<file path="src/rtl/fetch_stage.sv">
// MIPS instruction-fetch stage with IF/ID pipeline register, req/ack imem port and stall HOLD buffer.
// Optional macro FETCH_PERF_EN adds the fetch_cnt / wait_cnt performance counters.
module fetch_stage #(
    parameter logic [31:0] RESET_PC = 32'h0000_0000,
    parameter logic [31:0] NOP_INST = 32'h0000_0000
) (
    input  logic        clk,
    input  logic        reset,
    input  logic        stall_F,
    input  logic        stall_D,
    input  logic        flush_D,
    input  logic        pc_src_D,
    input  logic [31:0] next_br_D,
    output logic [31:0] imem_addr,
    output logic        imem_req,
    input  logic [31:0] imem_rdata,
    input  logic        imem_ack,
    output logic [31:0] inst_D,
    output logic [31:0] PC_plus_4_D,
    output logic        valid_D,
    output logic [31:0] pc_F,
    output logic        fetch_busy
`ifdef FETCH_PERF_EN
    ,
    output logic [31:0] fetch_cnt,
    output logic [31:0] wait_cnt
`endif
);

    typedef enum logic [1:0] {S_IDLE, S_REQ, S_HOLD, S_DRAIN} state_t;

    state_t      r_state;
    state_t      w_state_nxt;
    logic [31:0] r_pc;
    logic [31:0] w_pc_nxt;
    logic [31:0] r_drain_addr;
    logic [31:0] r_hold_inst;
    logic [31:0] r_hold_pc4;
    logic [31:0] r_inst_D;
    logic [31:0] r_pc4_D;
    logic        r_valid_D;

    logic [31:0] w_pc_plus4;
    logic [31:0] w_br_target;
    logic [31:0] w_seq_or_br;
    logic        w_deliver;
    logic [31:0] w_dlv_inst;
    logic [31:0] w_dlv_pc4;
    logic        w_capture;
    logic        w_to_drain;

    assign w_pc_plus4  = r_pc + 32'd4;
    assign w_br_target = next_br_D & 32'hFFFF_FFFC;
    assign w_seq_or_br = pc_src_D ? w_br_target : w_pc_plus4;

    // NOTE: every signal gets a default before the case so no path leaves it unassigned (no latch).
    always_comb begin
        w_state_nxt = r_state;
        w_pc_nxt    = r_pc;
        w_deliver   = 1'b0;
        w_dlv_inst  = imem_rdata;
        w_dlv_pc4   = w_pc_plus4;
        w_capture   = 1'b0;
        w_to_drain  = 1'b0;
        case (r_state)
            S_IDLE: w_state_nxt = S_REQ;
            S_REQ: begin
                if (imem_ack) begin
                    if (stall_F) begin
                        w_capture   = 1'b1;
                        w_state_nxt = S_HOLD;
                    end else begin
                        w_deliver = 1'b1;
                        w_pc_nxt  = w_seq_or_br;
                    end
                end else if (pc_src_D && !stall_F) begin
                    w_pc_nxt    = w_br_target;
                    w_to_drain  = 1'b1;
                    w_state_nxt = S_DRAIN;
                end
            end
            S_HOLD: begin
                if (!stall_F) begin
                    w_deliver   = 1'b1;
                    w_dlv_inst  = r_hold_inst;
                    w_dlv_pc4   = r_hold_pc4;
                    w_pc_nxt    = w_seq_or_br;
                    w_state_nxt = S_REQ;
                end
            end
            S_DRAIN: begin
                // The in-flight fetch belongs to the abandoned path; its data is dropped on ack.
                if (pc_src_D && !stall_F) w_pc_nxt = w_br_target;
                if (imem_ack) w_state_nxt = S_REQ;
            end
            default: w_state_nxt = S_IDLE;
        endcase
    end

    // NOTE: sequential state uses non-blocking assignments only, so all flops sample pre-edge values.
    always_ff @(posedge clk or posedge reset) begin
        if (reset) begin
            r_state <= S_IDLE;
            r_pc    <= RESET_PC;
        end else begin
            r_state <= w_state_nxt;
            r_pc    <= w_pc_nxt;
        end
    end

    // NOTE: the hold buffer is reset too, so its contents are never X even though the FSM guards reads.
    always_ff @(posedge clk or posedge reset) begin
        if (reset) begin
            r_hold_inst  <= 32'd0;
            r_hold_pc4   <= 32'd0;
            r_drain_addr <= 32'd0;
        end else begin
            if (w_capture) begin
                r_hold_inst <= imem_rdata;
                r_hold_pc4  <= w_pc_plus4;
            end
            if (w_to_drain) r_drain_addr <= r_pc;
        end
    end

    always_ff @(posedge clk or posedge reset) begin
        if (reset) begin
            r_inst_D  <= NOP_INST;
            r_pc4_D   <= 32'd0;
            r_valid_D <= 1'b0;
        end else if (flush_D) begin
            r_inst_D  <= NOP_INST;
            r_valid_D <= 1'b0;
        end else if (stall_D) begin
            r_valid_D <= r_valid_D;
        end else if (w_deliver) begin
            r_inst_D  <= w_dlv_inst;
            r_pc4_D   <= w_dlv_pc4;
            r_valid_D <= 1'b1;
        end else begin
            r_inst_D  <= NOP_INST;
            r_valid_D <= 1'b0;
        end
    end

    assign imem_req    = (r_state == S_REQ) || (r_state == S_DRAIN);
    assign imem_addr   = (r_state == S_DRAIN) ? r_drain_addr : r_pc;
    assign fetch_busy  = imem_req && !imem_ack;
    assign pc_F        = r_pc;
    assign inst_D      = r_inst_D;
    assign PC_plus_4_D = r_pc4_D;
    assign valid_D     = r_valid_D;

`ifdef FETCH_PERF_EN
    logic [31:0] r_fetch_cnt;
    logic [31:0] r_wait_cnt;

    always_ff @(posedge clk or posedge reset) begin
        if (reset) begin
            r_fetch_cnt <= 32'd0;
            r_wait_cnt  <= 32'd0;
        end else begin
            if (w_deliver && !flush_D) r_fetch_cnt <= r_fetch_cnt + 32'd1;
            if (fetch_busy) r_wait_cnt <= r_wait_cnt + 32'd1;
        end
    end

    assign fetch_cnt = r_fetch_cnt;
    assign wait_cnt  = r_wait_cnt;
`endif

endmodule
</file>
<file path="config.mk">
export PLATFORM = sky130hd
export DESIGN_NAME = fetch_stage
export DESIGN_NICKNAME = d
export VERILOG_FILES = /design/src/rtl/fetch_stage.sv
export SDC_FILE = /design/constraint.sdc
export NUM_CORES = 1
export LEC_CHECK = 0
export CAP_MARGIN = 30
export CORE_UTILIZATION = 44
export CTS_CLUSTER_SIZE = 16
export DETAILED_ROUTE_END_ITERATION = 16
export PLACE_DENSITY = 0.7
export SLEW_MARGIN = 20
export SYNTH_ARGS = -nofsm -noshare
export SYNTH_HDL_FRONTEND = slang
export SYNTH_SLANG_ARGS = --single-unit
</file>
<file path="constraint.sdc">
create_clock -name clk -period 13.9 [get_ports clk]
set_input_delay 2.78 -clock clk [delete_from_list [all_inputs] [get_ports clk]]
set_output_delay 2.78 -clock clk [all_outputs]
set_load 0.005 [all_outputs]
</file>
==> results of run 1 <==
## power by group through the flow
stage / clock (mW) / combinational (mW) / sequential [mW]
2_1_floorplan: 0 / 0.607 / 0.906
5_1_grt: 0.546 / 1.10 / 1.04
6_report: 0.512 / 1.01 / 1.00
4_1_cts: 0.523 / 1.00 / 0.998
3_3_place_gp: 0 / 0.978 / 0.995
3_5_place_dp: 0 / 0.997 / 1.01
## Yosys cell counts (2+ instances only)
cell type and count:
a211oi_1 3, nor3_1 19, nand2_1 115, nor2b_1 8, xor2_1 8, buf_2 19
buf_4 7, o21a_1 6, a31oi_1 8, buf_1 4, a21oi_1 44, a2bb2oi_1 2
and4_4 2, mux2_2 91, o211ai_1 2, and4_1 5, o21ai_0 123, nand4_1 14
o41ai_1 2, clkbuf_1 57, nor4_1 8, nor2_1 44, a221oi_1 2, o21ai_1 2
a21o_1 9, nor3b_1 2, o22ai_1 7, ha_1 5, o31a_1 4, mux2i_1 38
a22oi_1 11, and3_1 13, dfrtp_1 195, xnor2_1 17, mux2_1 3, o32ai_1 3
o2bb2ai_1 3, clkbuf_2 2, or2_2 3, inv_1 15, nand3_1 15, and2_1 2
o221ai_1 7
## flip-flops by register name, indices dropped and copies added (netlist names)
register / flops
PC_plus_4_D: 32
inst_D: 32
pc_F: 32
r_drain_addr: 32
r_hold_inst: 32
r_hold_pc4: 32
r_state: 2
valid_D: 1
## worst min-delay path: stages (launching register included)
cell	delay, ns
dfrtp_1	0.34
nand2_1	0.05
nand2_1	0.05
## cell families (layout without fill, tap and decap cells)
kind of cell,count (synthesis),count (layout)
AOI/OAI and AO/OA,252,252
xor gates and xnor gates,25,25
adders and majority gates,5,5
buffers and inverters,106,262
DFF,195,195
muxes,132,132
and+or+nand+nor,261,261
## routing by layer
metal,share of wire (%),wire [microns],GRT usage [%]
met2,46,12500,38.2
met3,6.9,1880,4.07
met1,45,12400,34.5
met4,1.8,483,6.98
met5,0,0,0
## metrics by stage
| step | instances | setup slack, ns | cell area, sq um | hold slack, ns | util, % |
|---|---|---|---|---|---|
| 2_1_floorplan | 976 | 5.81 | 9840 | 0.442 | - |
| 5_1_grt | 1412 | 7.06 | 12600 | 0.506 | 57.6 |
| 6_report | 1412 | 7.16 | 12600 | 0.475 | 57.6 |
| 3_5_place_dp | 1378 | 7.17 | 12000 | 0.462 | 54.6 |
| 4_1_cts | 1410 | 7.16 | 12600 | 0.478 | 57.4 |
| 3_3_place_gp | 1376 | 7.15 | 11900 | 0.453 | 54.4 |
## worst paths after layout
path / startpoint / endpoint / slack, ns / depth (start not counted)
worst max-delay path: imem_ack / fetch_busy / 7.16 / 3
min in group asynchronous: reset / r_hold_inst[2]$_DFFE_PP0P_ / 2.90 / 2
max in group asynchronous: reset / r_drain_addr[21]$_DFFE_PP0P_ / 9.74 / 4
worst min register to register: valid_D$_DFFE_PP0P_ / valid_D$_DFFE_PP0P_ / 0.48 / 2
worst min-delay path: valid_D$_DFFE_PP0P_ / valid_D$_DFFE_PP0P_ / 0.48 / 2
worst max register to register: pc_F[2]$_DFFE_PP0P_ / PC_plus_4_D[30]$_DFFE_PP0P_ / 11.03 / 6
## area by class of cell
type                            count  area share, %
Sequential cell                   195           38.7
Multi-Input combinational cell    675           35.9
Timing Repair Buffer              214           17.3
Clock buffer                       18           3.48
Tap cell                          280           2.78
Clock inverter                     14           1.35
Inverter                           16          0.536
==> metrics.csv, run 1 <==
stage,metric,value,unit
outcome,status,"finished, final reports clean",
critical_path,Worst setup SP type,primary input,
synth,XOR/XNOR Fraction of Synth Area,2.23,%
cts,clock sink count,195,
floorplanning,Die H,152,microns
global_routing,gr usage total,24.3,%
global_routing,vias in the first global route,7747,
cts,post-CTS sizing,0,
power_and_ir_drop,clock share of power,20.3,%
route,# DRC,0,
finish,"commonest non-fill, non-tap cell in the layout",clkdlybuf4s50_1,
synth,Synth Area in Compound Gates,15.5,%
global_routing,pin count of the biggest net entering global routing,120,
synth,Synth cell types,70,
critical_path,"Arr. time, crit path",3.96,ns
power_and_ir_drop,sw frac,35.4,%
finish,nets@finish,1195,
finish,area of the multi-input gates,0.00453,sq mm
cts,TritonCTS clock tree,done,
sta,Tightest Pin Transition,0.962,ns
synth,asr flop ratio synth,100,%
synth,Post-Synth Simple-Gate Area,12.8,%
critical_path,CP most frequent cell,clkdlybuf4s50_1,
synth,Seq cells post-synth,195,
cts,TritonCTS Buffers,17,
power_and_ir_drop,cell-internal power,1.63,mW
power_and_ir_drop,P_sw,894,uW
route,DR iter-0 viols,575,
global_routing,initial antenna violation count,0,
critical_path,critical path peak fanout,8,
route,DR WL/cell,19.3,microns
sta,RSZ-0062 raised after global routing,false,
power_and_ir_drop,combinational fraction of design power,40.0,%
cts,H-tree levels,4,
critical_path,"Slowest-stage cell, CP",clkdlybuf4s50_1,
power_and_ir_drop,Pwr Density,200,mW/mm^2
critical_path,CP peak stage delay,0.53,ns
route,DRT Pass-1 Iters,5,
power_and_ir_drop,Seq pwr share,39.7,%
global_routing,total grt overflow,0,
synth,synth top area cells,"dfrtp_1 (50%), mux2_2 (10%), o21ai_0 (6.3%)",
sta,Fmax achieved,148,MHz
finish,register area,0.00488,sq mm
critical_path,CP Capture Type,output pin,
finish,share of layout cells above drive strength 1,14.0,%
synth,Yosys top cell area share,49.6,%
power_and_ir_drop,Total Power,2.52,mW
sta,crit share post-route,48.5,%
sta,final critical-path required period,6.74,ns
synth,"EDFF count, synth",0,
sta,final setup TNS,0,ns
cts,"Clk pin slew, worst setup/hold paths",0.08,ns
sta,Final Max Slew Viols,0,
synth,multiplexer share of the synthesized area,14.6,%
global_routing,first-pass GRT wire length,42.8,mm
cts,clock root cell,clkbuf_16,
cts,# hold bufs at CTS,0,
cts,setup bufs post-CTS,0,
power_and_ir_drop,VDD IR-drop max,0.112,mV
synth,synth warn,0,
placed_design,I/O Buffers,199,
floorplanning,core area,0.0219,sq mm
finish,synth-to-layout area growth,28.2,%
floorplanning,Site Rows,54,
synth,cell type with the highest aggregate area in the netlist,dfrtp_1,
synth,Syn Inst Count,976,
synth,largest family of logic cells by synthesized area,compound AO/OA/AOI/OAI gates,
route,ANT nets after route,0,
placed_design,post-DP HPWL,18.5,mm
synth,syn avg cell area,10.1,sq um
sta,final setup fails,0,
floorplanning,DIE WIDTH,152,microns
finish,fill cell count,1928,
power_and_ir_drop,Pleak,5.17,nW
sta,skew final,0.0106,ns
synth,synthesized area,0.00984,sq mm
critical_path,"Buf+Inv Stages, Crit Path",2,
route,vias per cell,5.73,
critical_path,CP Class,in2out,
floorplanning,Initial Util,44.9,%
finish,Antenna Cells,0,
synth,Post-Synth Adder-Cell Area,0.636,%
floorplanning,# IOs,202,
placed_design,GP Congestion,0.946,
route,Vias,8085,
critical_path,CP Data Required Time,11.12,ns
hold_path,hold crit path type,reg2reg,
synth,register area share after synthesis,49.6,%
floorplanning,die area,0.0230,sq mm
route,WL final,27.3,mm
cts,clk buf depth,2,
finish,most frequent cells in the layout,"clkdlybuf4s50_1 (199), dfrtp_1 (195), o21ai_0 (122)",
critical_path,"delay-heaviest family, CP",buffers and inverters,
cts,Clock Latency Late Sink,0.43,ns
synth,syn nets,1052,
critical_path,crit-path cells,clkdlybuf4s50_1 > nor2b_1 > clkdlybuf4s50_1,
sta,Final Hold Fails,0,
job,MaxCap Viol Count,0,
synth,most used flip-flop cell after synthesis,dfrtp_1,
sta,Slew headroom,35.6,%
No activity file was read; power rests on OpenSTA's default activity.
==> inputs of run 2 (changes only) <==
Clock period 13.9 ns to 7.05 ns, I/O delays scaled along.
==> run 2 against run 1 <==
First-iteration DRC count fell by 5.0%. Non-clock buffer count decreased by 1. Power increased by 97%. Critical path depth unchanged. Critical endpoint unchanged. Largest power group unchanged. Via count shrank 0.14%. Clock-buffer cell count is 1 lower. Die area did not move. Cell count hardly changed. Sequential cell count is the same. Combinational power up 96%. Core utilization about the same.
==> metrics.csv, run 2 (synthesis results as in run 1) <==
stage,metric,value,unit
route,vias per cell,5.72,
sta,final setup fails,0,
floorplanning,Die H,152,microns
floorplanning,DIE WIDTH,152,microns
sta,RSZ-0062 raised after global routing,false,
global_routing,initial antenna violation count,0,
global_routing,total grt overflow,0,
placed_design,GP Congestion,0.935,
route,DRT Pass-1 Iters,5,
cts,clock sink count,195,
finish,"Core Util, Final",57.6,%
global_routing,vias in the first global route,7672,
finish,Antenna Cells,0,
route,ANT nets after route,0,
critical_path,CP most frequent cell,clkdlybuf4s50_1,
cts,clk buf depth,2,
sta,final setup TNS,0,ns
critical_path,CP Capture Type,output pin,
route,WL final,27.3,mm
route,DR iter-0 viols,546,
power_and_ir_drop,Pwr Density,395,mW/mm^2
sta,Hold WS,0.475,ns
finish,most frequent cells in the layout,"clkdlybuf4s50_1 (199), dfrtp_1 (195), o21ai_0 (122)",
critical_path,"Buf+Inv Stages, Crit Path",2,
floorplanning,Initial Util,44.9,%
finish,fill cell count,1949,
cts,setup bufs post-CTS,0,
route,# DRC,0,
sta,Slew headroom,37.4,%
cts,TritonCTS clock tree,done,
global_routing,first-pass GRT wire length,42.3,mm
cts,clock root cell,clkbuf_16,
floorplanning,Site Rows,54,
outcome,status,"finished, final reports clean",
route,DR WL/cell,19.3,microns
critical_path,"delay-heaviest family, CP",buffers and inverters,
power_and_ir_drop,P_sw,1.80,mW
floorplanning,# IOs,202,
cts,post-CTS sizing,0,
finish,area of the multi-input gates,0.00453,sq mm
critical_path,CP Data Required Time,5.64,ns
cts,H-tree levels,4,
cts,"Clk pin slew, worst setup/hold paths",0.07,ns
sta,Final Hold Fails,0,
cts,Clock Latency Late Sink,0.44,ns
finish,share of layout cells above drive strength 1,13.9,%
route,Vias,8074,
critical_path,"Arr. time, crit path",2.61,ns
finish,"commonest non-fill, non-tap cell in the layout",clkdlybuf4s50_1,
placed_design,post-DP HPWL,18.2,mm
sta,Fmax achieved,249,MHz
critical_path,crit-path cells,clkdlybuf4s50_1 > nor2b_1 > clkdlybuf4s50_1,
job,MaxCap Viol Count,0,
finish,register area,0.00488,sq mm
cts,# hold bufs at CTS,0,
sta,final critical-path required period,4.02,ns
power_and_ir_drop,cell-internal power,3.18,mW
power_and_ir_drop,Seq pwr share,39.5,%
placed_design,I/O Buffers,199,
floorplanning,die area,0.0230,sq mm
power_and_ir_drop,sw frac,36.2,%
sta,skew final,0.0103,ns
sta,Tightest Pin Transition,0.939,ns
critical_path,CP Class,in2out,
power_and_ir_drop,clock share of power,20.7,%
power_and_ir_drop,VDD IR-drop max,0.203,mV
power_and_ir_drop,Pleak,5.17,nW
floorplanning,core area,0.0219,sq mm
cts,TritonCTS Buffers,17,
global_routing,gr usage total,24.1,%
critical_path,Worst setup SP type,primary input,
sta,Final Max Slew Viols,0,
sta,crit share post-route,57.0,%
critical_path,"Slowest-stage cell, CP",clkdlybuf4s50_1,
power_and_ir_drop,combinational fraction of design power,39.8,%
global_routing,pin count of the biggest net entering global routing,129,
finish,nets@finish,1194,
hold_path,hold crit path type,reg2reg,
critical_path,critical path peak fanout,8,
critical_path,CP peak stage delay,0.54,ns
finish,synth-to-layout area growth,28.2,%
[run 2: worst paths after layout]
| check | from | endpoint | cells past startpoint | slack [ns] |
|---|---|---|---|---|
| max | imem_ack | fetch_busy | 3 | 3.03 |
| min | r_hold_pc4[24]$_DFFE_PP0P_ | r_hold_pc4[24]$_DFFE_PP0P_ | 2 | 0.48 |
| max reg2reg | r_state[0]$_DFFE_PP0P_ | PC_plus_4_D[23]$_DFFE_PP0P_ | 6 | 4.22 |
| min reg2reg | r_hold_pc4[24]$_DFFE_PP0P_ | r_hold_pc4[24]$_DFFE_PP0P_ | 2 | 0.48 |
| max in group asynchronous | reset | r_hold_inst[12]$_DFFE_PP0P_ | 3 | 4.40 |
| min in group asynchronous | reset | r_hold_inst[2]$_DFFE_PP0P_ | 2 | 1.38 |
[run 2: through the flow]
step           total power, mW  setup slack [ns]  std cells  area [sq um]
3_5_place_dp              3.95              2.83       1377         11900
3_3_place_gp              3.89              2.86       1376         11900
4_1_cts                   5.00              2.96       1409         12600
6_report                  4.98              3.03       1411         12600
5_1_grt                   5.29              2.96       1411         12600
2_1_floorplan             2.98             0.328        976          9840
[run 2: cell type report]
class	instances	area share (%)
clock buffer	17	3.37
multi-input combinational	675	35.9
tap	280	2.78
sequential	195	38.7
timing repair buffer	213	17.0
inverter	16	0.536
clock inverter	15	1.64
[run 2: metal layers]
layer	part of all wire (%)	GRT usage, %
met1	45	33.7
met2	45	37.4
met3	7.8	5.75
met4	1.7	6.39
met5	0	0
[run 2: power by group through the flow]
stage / Clock, mW / Sequential, mW / Combinational (mW)
5_1_grt: 1.09 / 2.04 / 2.16
3_3_place_gp: 0 / 1.96 / 1.93
2_1_floorplan: 0 / 1.79 / 1.20
4_1_cts: 1.05 / 1.97 / 1.98
3_5_place_dp: 0 / 1.98 / 1.97
6_report: 1.03 / 1.97 / 1.98
[run 2: worst min-delay path: stages, from the launching register on]
cell and delay [ns]:
dfrtp_1 0.34, nand2_1 0.05, o21ai_0 0.06
